File: src/rtl/ps_cu_dispatch_pkg.sv
// Shared definitions for the compute-unit dispatch block: instruction field
// layout, unit select codes, flag bit positions and the decoded bundles.
package cu_pkg;
  localparam int AW = 4;

  localparam int CLS_LSB = 29, RN_LSB = 25, RX_LSB = 21, RY_LSB = 17;
  localparam int ALU_LOG = 16, ALU_HC_LSB = 14, ALU_SC_LSB = 11, ALU_SAT = 10;
  localparam int MUL_OTREG = 16, MUL_DT_LSB = 12, MUL_CLS_LSB = 10, MUL_SC_LSB = 8;
  localparam int SHF_CLS_LSB = 15;

  // one-hot unit select as seen on the crossbar write enable {mul,shf,alu}
  localparam logic [2:0] CU_ALU = 3'b001, CU_SHF = 3'b010, CU_MUL = 3'b100;

  localparam int AZ = 0, AN = 1, AC = 2, AV = 3, MV = 4, MN = 5, SV = 6, SZ = 7;
  localparam int STKY_AV = 0, STKY_MV = 1, STKY_SV = 2;

  typedef enum logic [2:0] {
    CLS_NOP = 3'b000, CLS_ALU = 3'b001, CLS_MUL = 3'b010, CLS_SHF = 3'b011,
    CLS_BUSWR = 3'b100, CLS_CLRF = 3'b101, CLS_ILL6 = 3'b110, CLS_ILL7 = 3'b111
  } cls_e;

  typedef enum logic [1:0] {IDLE, EXEC, HOLD} state_e;

  typedef struct packed {
    logic          alu_en, alu_log, alu_sat;
    logic [1:0]    alu_hc;
    logic [2:0]    alu_sc;
    logic          mul_en, mul_otreg;
    logic [3:0]    mul_dtsts;
    logic [1:0]    mul_cls, mul_sc;
    logic          shf_en;
    logic [1:0]    shf_cls;
    logic [AW-1:0] raddx, raddy;
  } issue_t;

  typedef struct packed {
    logic [2:0]    unit;
    logic [2:0]    cu_en;
    logic          bc_en;
    logic [AW-1:0] rn;
    logic          reads_rf;
    logic          clr;
    logic          illegal;
  } dec_t;
endpackage

File: src/rtl/ps_cu_dispatch_if.sv
// Fetch handshake, ps_* control outputs and unit flag inputs of the dispatch block.
interface ps_cu_if #(parameter int ADDRESS_WIDTH = 4, parameter int SIGNAL_WIDTH = 3);
  logic                     instr_valid;
  logic [31:0]              instr;
  logic                     instr_ready;
  logic                     ps_alu_en, ps_alu_log, ps_alu_sat;
  logic [1:0]               ps_alu_hc;
  logic [2:0]               ps_alu_sc;
  logic                     ps_mul_en, ps_mul_otreg;
  logic [3:0]               ps_mul_dtsts;
  logic [1:0]               ps_mul_cls, ps_mul_sc;
  logic                     ps_shf_en;
  logic [1:0]               ps_shf_cls;
  logic [ADDRESS_WIDTH-1:0] ps_xb_raddx, ps_xb_raddy, ps_xb_wadd;
  logic [SIGNAL_WIDTH-1:0]  ps_xb_w_cuEn;
  logic                     ps_xb_w_bcEn;
  logic                     alu_ps_az, alu_ps_an, alu_ps_ac, alu_ps_av;
  logic                     mul_ps_mv, mul_ps_mn, shf_ps_sv, shf_ps_sz;
  logic [7:0]               astat;
  logic [2:0]               stky;
  logic                     illegal_op;

  modport master (
    input  instr_valid, instr,
    input  alu_ps_az, alu_ps_an, alu_ps_ac, alu_ps_av, mul_ps_mv, mul_ps_mn, shf_ps_sv, shf_ps_sz,
    output instr_ready,
    output ps_alu_en, ps_alu_log, ps_alu_sat, ps_alu_hc, ps_alu_sc,
    output ps_mul_en, ps_mul_otreg, ps_mul_dtsts, ps_mul_cls, ps_mul_sc,
    output ps_shf_en, ps_shf_cls,
    output ps_xb_raddx, ps_xb_raddy, ps_xb_wadd, ps_xb_w_cuEn, ps_xb_w_bcEn,
    output astat, stky, illegal_op
  );

  modport slave (
    output instr_valid, instr,
    output alu_ps_az, alu_ps_an, alu_ps_ac, alu_ps_av, mul_ps_mv, mul_ps_mn, shf_ps_sv, shf_ps_sz,
    input  instr_ready,
    input  ps_alu_en, ps_alu_log, ps_alu_sat, ps_alu_hc, ps_alu_sc,
    input  ps_mul_en, ps_mul_otreg, ps_mul_dtsts, ps_mul_cls, ps_mul_sc,
    input  ps_shf_en, ps_shf_cls,
    input  ps_xb_raddx, ps_xb_raddy, ps_xb_wadd, ps_xb_w_cuEn, ps_xb_w_bcEn,
    input  astat, stky, illegal_op
  );
endinterface

File: src/rtl/ps_cu_dispatch_decode.sv
// Combinational decode of one compute instruction word into issue-stage
// control plus the writeback/hazard attributes the top needs.
module cu_instr_decode
  import cu_pkg::*;
(
  input  logic [31:0] instr,
  output issue_t      iss,
  output dec_t        dec
);
  logic [AW-1:0] rn, rx, ry;
  logic          unused_bits;

  assign rn = instr[RN_LSB +: AW];
  assign rx = instr[RX_LSB +: AW];
  assign ry = instr[RY_LSB +: AW];
  assign unused_bits = ^instr[7:0];

  always_comb begin
    iss = '0;
    dec = '0;
    case (cls_e'(instr[CLS_LSB +: 3]))
      CLS_ALU: begin
        iss.alu_en   = 1'b1;
        iss.alu_log  = instr[ALU_LOG];
        iss.alu_hc   = instr[ALU_HC_LSB +: 2];
        iss.alu_sc   = instr[ALU_SC_LSB +: 3];
        iss.alu_sat  = instr[ALU_SAT];
        iss.raddx    = rx;
        iss.raddy    = ry;
        dec.unit     = CU_ALU;
        dec.cu_en    = CU_ALU;
        dec.rn       = rn;
        dec.reads_rf = 1'b1;
      end
      CLS_MUL: begin
        iss.mul_en    = 1'b1;
        iss.mul_otreg = instr[MUL_OTREG];
        iss.mul_dtsts = instr[MUL_DT_LSB +: 4];
        iss.mul_cls   = instr[MUL_CLS_LSB +: 2];
        iss.mul_sc    = instr[MUL_SC_LSB +: 2];
        iss.raddx     = rx;
        iss.raddy     = ry;
        dec.unit      = CU_MUL;
        // results kept in MR never reach the register file
        dec.cu_en     = instr[MUL_OTREG] ? 3'b000 : CU_MUL;
        dec.rn        = rn;
        dec.reads_rf  = 1'b1;
      end
      CLS_SHF: begin
        iss.shf_en   = 1'b1;
        iss.shf_cls  = instr[SHF_CLS_LSB +: 2];
        iss.raddx    = rx;
        iss.raddy    = ry;
        dec.unit     = CU_SHF;
        dec.cu_en    = CU_SHF;
        dec.rn       = rn;
        dec.reads_rf = 1'b1;
      end
      CLS_BUSWR: begin
        dec.bc_en = 1'b1;
        dec.rn    = rn;
      end
      CLS_CLRF: dec.clr = 1'b1;
      CLS_NOP:  ;
      default:  dec.illegal = 1'b1;
    endcase
  end
endmodule

File: src/rtl/ps_cu_dispatch.sv
// Two-stage (ISSUE -> WRITEBACK) compute-unit dispatch with a one-bubble
// RAW stall and the astat/stky flag registers.
module ps_cu_dispatch
  import cu_pkg::*;
#(
  parameter int RF_DATASIZE   = 32,
  parameter int ADDRESS_WIDTH = 4,
  parameter int SIGNAL_WIDTH  = 3
) (
  input logic     clk,
  input logic     reset,
  ps_cu_if.master bus
);
  if (ADDRESS_WIDTH != AW || SIGNAL_WIDTH != 3 || RF_DATASIZE < 8) begin : g_bad_cfg
    $error("ps_cu_dispatch: unsupported parameter set");
  end

  issue_t        iss, iss_o;
  dec_t          dec;
  state_e        state, state_nx;
  logic          live, accept, hazard;
  logic [2:0]    wb_unit, wb_cu;
  logic          wb_bc;
  logic [AW-1:0] wb_rn;
  logic [7:0]    astat;
  logic [2:0]    stky;

  cu_instr_decode u_dec (.instr(bus.instr), .iss(iss), .dec(dec));

  // only a result headed for the RF through the crossbar can be read too early
  assign hazard = bus.instr_valid && dec.reads_rf && (wb_cu != 3'b000) &&
                  (iss.raddx == wb_rn || iss.raddy == wb_rn);
  assign bus.instr_ready = live && !(state == EXEC && hazard);
  assign accept = bus.instr_valid && bus.instr_ready;

  always_ff @(posedge clk or posedge reset)
    if (reset) state <= IDLE;
    else       state <= state_nx;

  always_comb begin
    state_nx = state;
    case (state)
      IDLE, HOLD: state_nx = accept ? EXEC : IDLE;
      EXEC: begin
        if (accept)                           state_nx = EXEC;
        else if (bus.instr_valid && live)     state_nx = HOLD;
        else                                  state_nx = IDLE;
      end
      default: state_nx = IDLE;
    endcase
  end

  // live holds instr_ready low until the first edge after reset releases
  always_ff @(posedge clk or posedge reset) begin
    if (reset) begin
      live <= 1'b0; wb_unit <= '0; wb_cu <= '0; wb_bc <= 1'b0; wb_rn <= '0;
    end else begin
      live <= 1'b1;
      if (accept) begin
        wb_unit <= dec.unit; wb_cu <= dec.cu_en; wb_bc <= dec.bc_en; wb_rn <= dec.rn;
      end else begin
        wb_unit <= '0; wb_cu <= '0; wb_bc <= 1'b0; wb_rn <= '0;
      end
    end
  end

  // a CLRFLAGS in issue is younger than the op in WB, so it wins
  always_ff @(posedge clk or posedge reset) begin
    if (reset) begin
      astat <= '0; stky <= '0;
    end else if (accept && dec.clr) begin
      astat <= '0; stky <= '0;
    end else begin
      if (wb_unit == CU_ALU) begin
        astat[AZ] <= bus.alu_ps_az; astat[AN] <= bus.alu_ps_an;
        astat[AC] <= bus.alu_ps_ac; astat[AV] <= bus.alu_ps_av;
        stky[STKY_AV] <= stky[STKY_AV] | bus.alu_ps_av;
      end
      if (wb_unit == CU_MUL) begin
        astat[MV] <= bus.mul_ps_mv; astat[MN] <= bus.mul_ps_mn;
        stky[STKY_MV] <= stky[STKY_MV] | bus.mul_ps_mv;
      end
      if (wb_unit == CU_SHF) begin
        astat[SV] <= bus.shf_ps_sv; astat[SZ] <= bus.shf_ps_sz;
        stky[STKY_SV] <= stky[STKY_SV] | bus.shf_ps_sv;
      end
    end
  end

  assign iss_o = accept ? iss : '0;

  assign bus.ps_alu_en    = iss_o.alu_en;
  assign bus.ps_alu_log   = iss_o.alu_log;
  assign bus.ps_alu_sat   = iss_o.alu_sat;
  assign bus.ps_alu_hc    = iss_o.alu_hc;
  assign bus.ps_alu_sc    = iss_o.alu_sc;
  assign bus.ps_mul_en    = iss_o.mul_en;
  assign bus.ps_mul_otreg = iss_o.mul_otreg;
  assign bus.ps_mul_dtsts = iss_o.mul_dtsts;
  assign bus.ps_mul_cls   = iss_o.mul_cls;
  assign bus.ps_mul_sc    = iss_o.mul_sc;
  assign bus.ps_shf_en    = iss_o.shf_en;
  assign bus.ps_shf_cls   = iss_o.shf_cls;
  assign bus.ps_xb_raddx  = iss_o.raddx;
  assign bus.ps_xb_raddy  = iss_o.raddy;
  assign bus.ps_xb_wadd   = wb_rn;
  assign bus.ps_xb_w_cuEn = wb_cu;
  assign bus.ps_xb_w_bcEn = wb_bc;
  assign bus.illegal_op   = accept && dec.illegal;
  assign bus.astat        = astat;
  assign bus.stky         = stky;
endmodule

File: src/flat_wrapper.sv
// flat-port wrapper written by rule: the top's interface ports become plain ports
module ps_cu_dispatch_flat import cu_pkg::*;
#(
  parameter int RF_DATASIZE   = 32,
  parameter int ADDRESS_WIDTH = 4,
  parameter int SIGNAL_WIDTH  = 3
)
  (clk, reset, bus_instr_valid, bus_instr, bus_alu_ps_az, bus_alu_ps_an, bus_alu_ps_ac, bus_alu_ps_av, bus_mul_ps_mv, bus_mul_ps_mn, bus_shf_ps_sv, bus_shf_ps_sz, bus_instr_ready, bus_ps_alu_en, bus_ps_alu_log, bus_ps_alu_sat, bus_ps_alu_hc, bus_ps_alu_sc, bus_ps_mul_en, bus_ps_mul_otreg, bus_ps_mul_dtsts, bus_ps_mul_cls, bus_ps_mul_sc, bus_ps_shf_en, bus_ps_shf_cls, bus_ps_xb_raddx, bus_ps_xb_raddy, bus_ps_xb_wadd, bus_ps_xb_w_cuEn, bus_ps_xb_w_bcEn, bus_astat, bus_stky, bus_illegal_op);
  ps_cu_if #(.ADDRESS_WIDTH(ADDRESS_WIDTH), .SIGNAL_WIDTH(SIGNAL_WIDTH)) bus_i ();
  input logic clk;
  input logic reset;
  input wire logic [$bits(bus_i.instr_valid)-1:0] bus_instr_valid;
  input wire logic [$bits(bus_i.instr)-1:0] bus_instr;
  input wire logic [$bits(bus_i.alu_ps_az)-1:0] bus_alu_ps_az;
  input wire logic [$bits(bus_i.alu_ps_an)-1:0] bus_alu_ps_an;
  input wire logic [$bits(bus_i.alu_ps_ac)-1:0] bus_alu_ps_ac;
  input wire logic [$bits(bus_i.alu_ps_av)-1:0] bus_alu_ps_av;
  input wire logic [$bits(bus_i.mul_ps_mv)-1:0] bus_mul_ps_mv;
  input wire logic [$bits(bus_i.mul_ps_mn)-1:0] bus_mul_ps_mn;
  input wire logic [$bits(bus_i.shf_ps_sv)-1:0] bus_shf_ps_sv;
  input wire logic [$bits(bus_i.shf_ps_sz)-1:0] bus_shf_ps_sz;
  output wire logic [$bits(bus_i.instr_ready)-1:0] bus_instr_ready;
  output wire logic [$bits(bus_i.ps_alu_en)-1:0] bus_ps_alu_en;
  output wire logic [$bits(bus_i.ps_alu_log)-1:0] bus_ps_alu_log;
  output wire logic [$bits(bus_i.ps_alu_sat)-1:0] bus_ps_alu_sat;
  output wire logic [$bits(bus_i.ps_alu_hc)-1:0] bus_ps_alu_hc;
  output wire logic [$bits(bus_i.ps_alu_sc)-1:0] bus_ps_alu_sc;
  output wire logic [$bits(bus_i.ps_mul_en)-1:0] bus_ps_mul_en;
  output wire logic [$bits(bus_i.ps_mul_otreg)-1:0] bus_ps_mul_otreg;
  output wire logic [$bits(bus_i.ps_mul_dtsts)-1:0] bus_ps_mul_dtsts;
  output wire logic [$bits(bus_i.ps_mul_cls)-1:0] bus_ps_mul_cls;
  output wire logic [$bits(bus_i.ps_mul_sc)-1:0] bus_ps_mul_sc;
  output wire logic [$bits(bus_i.ps_shf_en)-1:0] bus_ps_shf_en;
  output wire logic [$bits(bus_i.ps_shf_cls)-1:0] bus_ps_shf_cls;
  output wire logic [$bits(bus_i.ps_xb_raddx)-1:0] bus_ps_xb_raddx;
  output wire logic [$bits(bus_i.ps_xb_raddy)-1:0] bus_ps_xb_raddy;
  output wire logic [$bits(bus_i.ps_xb_wadd)-1:0] bus_ps_xb_wadd;
  output wire logic [$bits(bus_i.ps_xb_w_cuEn)-1:0] bus_ps_xb_w_cuEn;
  output wire logic [$bits(bus_i.ps_xb_w_bcEn)-1:0] bus_ps_xb_w_bcEn;
  output wire logic [$bits(bus_i.astat)-1:0] bus_astat;
  output wire logic [$bits(bus_i.stky)-1:0] bus_stky;
  output wire logic [$bits(bus_i.illegal_op)-1:0] bus_illegal_op;
  assign bus_i.instr_valid = bus_instr_valid;
  assign bus_i.instr = bus_instr;
  assign bus_i.alu_ps_az = bus_alu_ps_az;
  assign bus_i.alu_ps_an = bus_alu_ps_an;
  assign bus_i.alu_ps_ac = bus_alu_ps_ac;
  assign bus_i.alu_ps_av = bus_alu_ps_av;
  assign bus_i.mul_ps_mv = bus_mul_ps_mv;
  assign bus_i.mul_ps_mn = bus_mul_ps_mn;
  assign bus_i.shf_ps_sv = bus_shf_ps_sv;
  assign bus_i.shf_ps_sz = bus_shf_ps_sz;
  assign bus_instr_ready = bus_i.instr_ready;
  assign bus_ps_alu_en = bus_i.ps_alu_en;
  assign bus_ps_alu_log = bus_i.ps_alu_log;
  assign bus_ps_alu_sat = bus_i.ps_alu_sat;
  assign bus_ps_alu_hc = bus_i.ps_alu_hc;
  assign bus_ps_alu_sc = bus_i.ps_alu_sc;
  assign bus_ps_mul_en = bus_i.ps_mul_en;
  assign bus_ps_mul_otreg = bus_i.ps_mul_otreg;
  assign bus_ps_mul_dtsts = bus_i.ps_mul_dtsts;
  assign bus_ps_mul_cls = bus_i.ps_mul_cls;
  assign bus_ps_mul_sc = bus_i.ps_mul_sc;
  assign bus_ps_shf_en = bus_i.ps_shf_en;
  assign bus_ps_shf_cls = bus_i.ps_shf_cls;
  assign bus_ps_xb_raddx = bus_i.ps_xb_raddx;
  assign bus_ps_xb_raddy = bus_i.ps_xb_raddy;
  assign bus_ps_xb_wadd = bus_i.ps_xb_wadd;
  assign bus_ps_xb_w_cuEn = bus_i.ps_xb_w_cuEn;
  assign bus_ps_xb_w_bcEn = bus_i.ps_xb_w_bcEn;
  assign bus_astat = bus_i.astat;
  assign bus_stky = bus_i.stky;
  assign bus_illegal_op = bus_i.illegal_op;
  ps_cu_dispatch #(.RF_DATASIZE(RF_DATASIZE), .ADDRESS_WIDTH(ADDRESS_WIDTH), .SIGNAL_WIDTH(SIGNAL_WIDTH)) u_core (.clk(clk), .reset(reset), .bus(bus_i));
endmodule
File: config.mk
export PLATFORM = sky130hd
export DESIGN_NAME = ps_cu_dispatch_flat
export DESIGN_NICKNAME = d
export VERILOG_FILES = /design/src/rtl/ps_cu_dispatch_pkg.sv /design/src/rtl/ps_cu_dispatch_if.sv /design/src/rtl/ps_cu_dispatch_decode.sv /design/src/rtl/ps_cu_dispatch.sv /design/src/flat_wrapper.sv
export SDC_FILE = /design/constraint.sdc
export NUM_CORES = 1
export LEC_CHECK = 0
export CORE_UTILIZATION = 42
export DETAILED_ROUTE_END_ITERATION = 7
export PLACE_DENSITY = 0.95
export SYNTH_ARGS = -nofsm -noshare
export SYNTH_HDL_FRONTEND = slang
export SYNTH_HIERARCHICAL = 1
export SYNTH_SLANG_ARGS = --single-unit
File: constraint.sdc
create_clock -name clk -period 5.9 [get_ports clk]
set_clock_uncertainty 0.1 [all_clocks]
set_input_delay 0.885 -clock clk [delete_from_list [all_inputs] [get_ports clk]]
set_output_delay 0.885 -clock clk [all_outputs]
set_load 0.03 [all_outputs]
**Word level (Yosys, flattened, before mapping)**

Cells that the tools add are included.

- Register bits: 25
- Bits of input ports: 43
- Output and inout bits: 50
- Word-level logic and storage cells: 76

- Equality and inequality tests: 12
- Mux-type cells: 28
- Bitwise operators: 3
- Reductions and logical operators: 21

Operators by type and width:

| operator | count |
|---|---|
| two-way mux 29 bit | 1 |
| two-way mux 8 bit | 3 |
| case mux 6 bit (3 select lines) | 1 |
| two-way mux 3 bit | 5 |
| two-way mux 4 bit | 3 |
| two-way mux 10 bit | 1 |
| == test 3 x 2 -> 1 bit (second input constant) | 3 |
| == test 3 bit (second input constant) | 3 |
| logical AND 1 bit | 9 |
| two-way mux 1 bit | 9 |
| == test 4 bit | 2 |
| two-way mux 2 bit | 4 |
| == test 3 x 1 -> 1 bit (second input constant) | 2 |
| nonzero test 2 bit | 3 |
| OR reduction 6 bit | 1 |
| case mux 2 bit (2 select lines) | 1 |
| OR reduction 4 bit | 1 |
| zero test 3 bit | 1 |
| OR 1 bit | 3 |
| nonzero test 3 bit | 1 |
| OR reduction 3 bit | 1 |
| == test 2 x 1 -> 1 bit (second input constant) | 1 |
| == test 2 bit (second input constant) | 1 |
| zero test 2 bit | 1 |
| other kinds (3) | 3 |

**Depth between registers and ports, before layout**

- Depth in word-level cells: 12
- Gate-level depth with buffers: 9
- Mapped depth without buffers: 6

**Modules after synthesis**

The synthesis kept the hierarchy.

By module, submodules not included:

| module | times used | cells an instance | area an instance (um^2) | sequential area each (um^2) |
|---|---|---|---|---|
| ps_cu_dispatch | 1 | 168 | 1338.8 | 625.6 |
| cu_instr_decode | 1 | 62 | 337.8 | 0.0 |

**Worst setup path before layout**

OpenSTA, ideal clock, no wires.

- Kind: input port to output port
- Start: input port bus_instr[31]
- End: output port bus_illegal_op
- Arrival: 2.552 ns
- Required time: 4.915 ns
- Setup slack: 2.363 ns
- Stages: 9
- Buffers on the path: 3
- Cells stage by stage: buf_2 -> o21ba_2 -> and2_1 -> xor2_1 -> nor4_1 -> o21a_1 -> buf_4 -> buf_6 -> nor2_1

RTL lines:

| item | line | text |
|---|---|---|
| start: declaration | flat_wrapper.sv:13 | `input wire logic [$bits(bus_i.instr)-1:0] bus_instr;` |
| end: declaration | flat_wrapper.sv:42 | `output wire logic [$bits(bus_i.illegal_op)-1:0] bus_illegal_op;` |

==> impl_metrics.toml <==
[outcome]
status = "completed"

[grt]
grt_max_degree = 39
antenna_found_initial = 0
grt-ovfl-total = 0
grt_first_pass_wirelength_mm = 7.27
grt_pass1_vias = 1607
grtUsageTotal = 0.220

[clocking]
numCtsBuffers = 3
cts_tree = "built"
cts_root_buf = "clkbuf_8"
cts_setup_buffers = 0
clk_pin_slew_ns = 0.09
clock_sink_count = 25
ctsLongestPathBuffers = 2
post_cts_resized = 0
postCtsHoldBufs = 0
clk_latency_ns = 0.27
cts_max_level = 1

[synth]
syn_inst = 230
yosysSeqAreaShare = 0.373
ys_warn_count = 6
yosysTopAreaCellShare = 0.373
synth_area_per_cell_um2 = 7.29
netlist_area_um2 = 1680
synth_cell_types = 27
yosys-top-cells-area = "dfrtp_1, nor2_1, nand2_1"
yosys.area_share.simple = 0.423
synth_top_area_cell = "dfrtp_1"
synthXorXnorAreaFrac = 0.0418
yosys_most_used_dff = "dfrtp_1"
synth-compound-area-share = 0.0313
synthAdderAreaFrac = 0
synth-async-reset-ratio = 1.00
synthMuxAreaShare = 0.0478
synth_seq_cells = 25
syn_nets = 273
synth-edff-count = 0
synth_top_family_by_area = "simple AND/OR/NAND/NOR gates"

[drt]
drt-wirelength-per-cell_um = 12.5
via_count = 1700
drt_iter0_drc = 35
dr.pass1.iters = 4
drcViolationCount = 0
postRouteAntennaNets = 0
routed_wl_mm = 4.41
via_per_inst = 4.83

[setup_path]
path_buf_inv = 4
cp_num_cells = 10
reg2regPathDepth = 5
worstPathMaxFanout = 19
criticalPathCategory = "primary input to output port"
critPathCapture = "bus_ps_alu_sc[0]"
critical_path.cell_chain = "clkdlybuf4s50_1 -> buf_4 -> o21ba_2 -> and2_1 -> xor2_1 -> nor4_1 -> o21a_1 -> buf_4 -> nor2_1 -> clkdlybuf4s50_1"
crit_start = "bus_instr[31]"
required_ns = 4.91
end_kind = "output port"
r2r-end = "u_core/bus.astat[3]"
r2r_start = "u_core/live"
crit_family = "buffers and inverters"
r2r_setup_slack_ns = 3.62
cp_slowest_cell = "clkdlybuf4s50_1"
start_kind = "primary input"
cpPeakStageDelay_ns = 0.60
critPathArrivalTime_ns = 4.06

[finish]
synthToLayoutAreaGrowth_pct = 51.3
multi_input_area_um2 = 916
n_antenna_cell = 0
mostFrequentLayoutCell = "clkdlybuf4s50_1"
final_cell_mix = "clkdlybuf4s50_1, nor2_1, nand2_1, dfrtp_1, and2_1"
nets = 348
drive_above_1_share = 0.0395
fill_cells = 322
final_core_util = 0.678
final_cells = 352
final-seq-area_um2 = 626

[die]
die_w_um = 65.2
dieArea_um2 = 4250
fp.dieH_um = 65.2
initial_core_util = 0.448
io_pins = 93
coreArea_um2 = 3740
row_count = 22

[timing]
hold_viol = 0
worst_pin_slew_ns = 1.25
fin_crit_sh = 0.855
maxSlewHeadroom = 0.164
holdWs_ns = 0.404
drv_slew = 0
setup_violations = 0
tns_ns = 0
timing.fmax_ghz = 0.198
period_minus_slack_ns = 5.04
grt_setup_unrepaired = "false"

[place]
hpwl_mm = 3.30
place_inst = 348
gp_congestion = 0.771
io_buffers = 84

[power]
power_density_nw_per_um2 = 179
p_leak_nw = 1.16
peakVddDrop_mv = 0.156
total_power_uw = 453

[flow_run]
maxCapViolCount = 0

[min_path]
hp-class = "register to register"
hp-start = "u_core/bus.stky[0]"
## registers in the layout, indices dropped and copies added, names as in the netlist
name	count
u_core/bus.ps_xb_wadd	4
u_core/bus.ps_xb_w_cuEn	3
u_core/state	2
u_core/wb_unit	3
u_core/bus.stky	3
u_core/bus.ps_xb_w_bcEn	1
u_core/bus.astat	8
u_core/live	1
## logic make-up (layout without fill, tap and decap cells)
logic type,Yosys count,after routing
multiplexers,8,8
AO/OA/AOI/OAI,8,8
flip-flops,25,25
other,1,1
buffers and inverters,21,95
XOR/XNOR,8,8
AND/OR/NAND/NOR,159,159
## metal layers
layer,share of wire,track usage,vias up
li1,-,-,861
met3,0.044,0.0260,8
met5,0,0,-
met2,0.52,0.405,52
met1,0.41,0.252,779
met4,0.021,0.101,0
## synth_stat cells, types with 3 or more instances
cell type,instances
and2_1,13
nand2_1,45
nor3b_1,4
nor3_1,3
and3_1,4
nor2_1,75
buf_6,5
buf_2,6
mux2i_1,8
buf_4,3
xor2_1,8
a21oi_1,3
clkbuf_1,5
dfrtp_1,25
nand2b_1,9
## cell type report
class | instances | area share
multi-input cells | 184 | 0.361
well taps | 48 | 0.0237
inverters | 2 | 0.00296
flip-flops and latches | 25 | 0.247
clock buffers | 3 | 0.0163
clock inverters | 1 | 0.00345
repair buffers | 89 | 0.346
## worst min-delay path, stage by stage, from the launching register on
cell and delay, ns:
dfrtp_1 0.35, a21oi_1 0.05, nor2_1 0.07
## report_power, final
part	leakage [nW]	internal, mW	total, mW	switching, mW
combinational	0.797	0.0695	0.153	0.0834
sequential	0.335	0.187	0.196	0.00904
clock	0.0261	0.0494	0.104	0.0549
## metrics by stage
stage	instance area (um^2)	setup WS [ns]
finish	2540	0.857
global route	2540	0.702
CTS	2540	0.895
detailed placement	2490	0.912
global placement	2490	0.943
floorplan	1680	2.36
## worst min-delay path by stage
stage / end / depth (start not counted) / slack, ns
after floorplan: u_core/state[0] / 3 / 0.38
after global placement: u_core/bus.stky[0] / 2 / 0.38
after detailed placement: u_core/bus.stky[0] / 2 / 0.38
after CTS: u_core/bus.stky[0] / 2 / 0.41
after global routing: u_core/bus.stky[2] / 2 / 0.44
final: u_core/bus.stky[0] / 2 / 0.40
(Power assumes the default switching activity.)
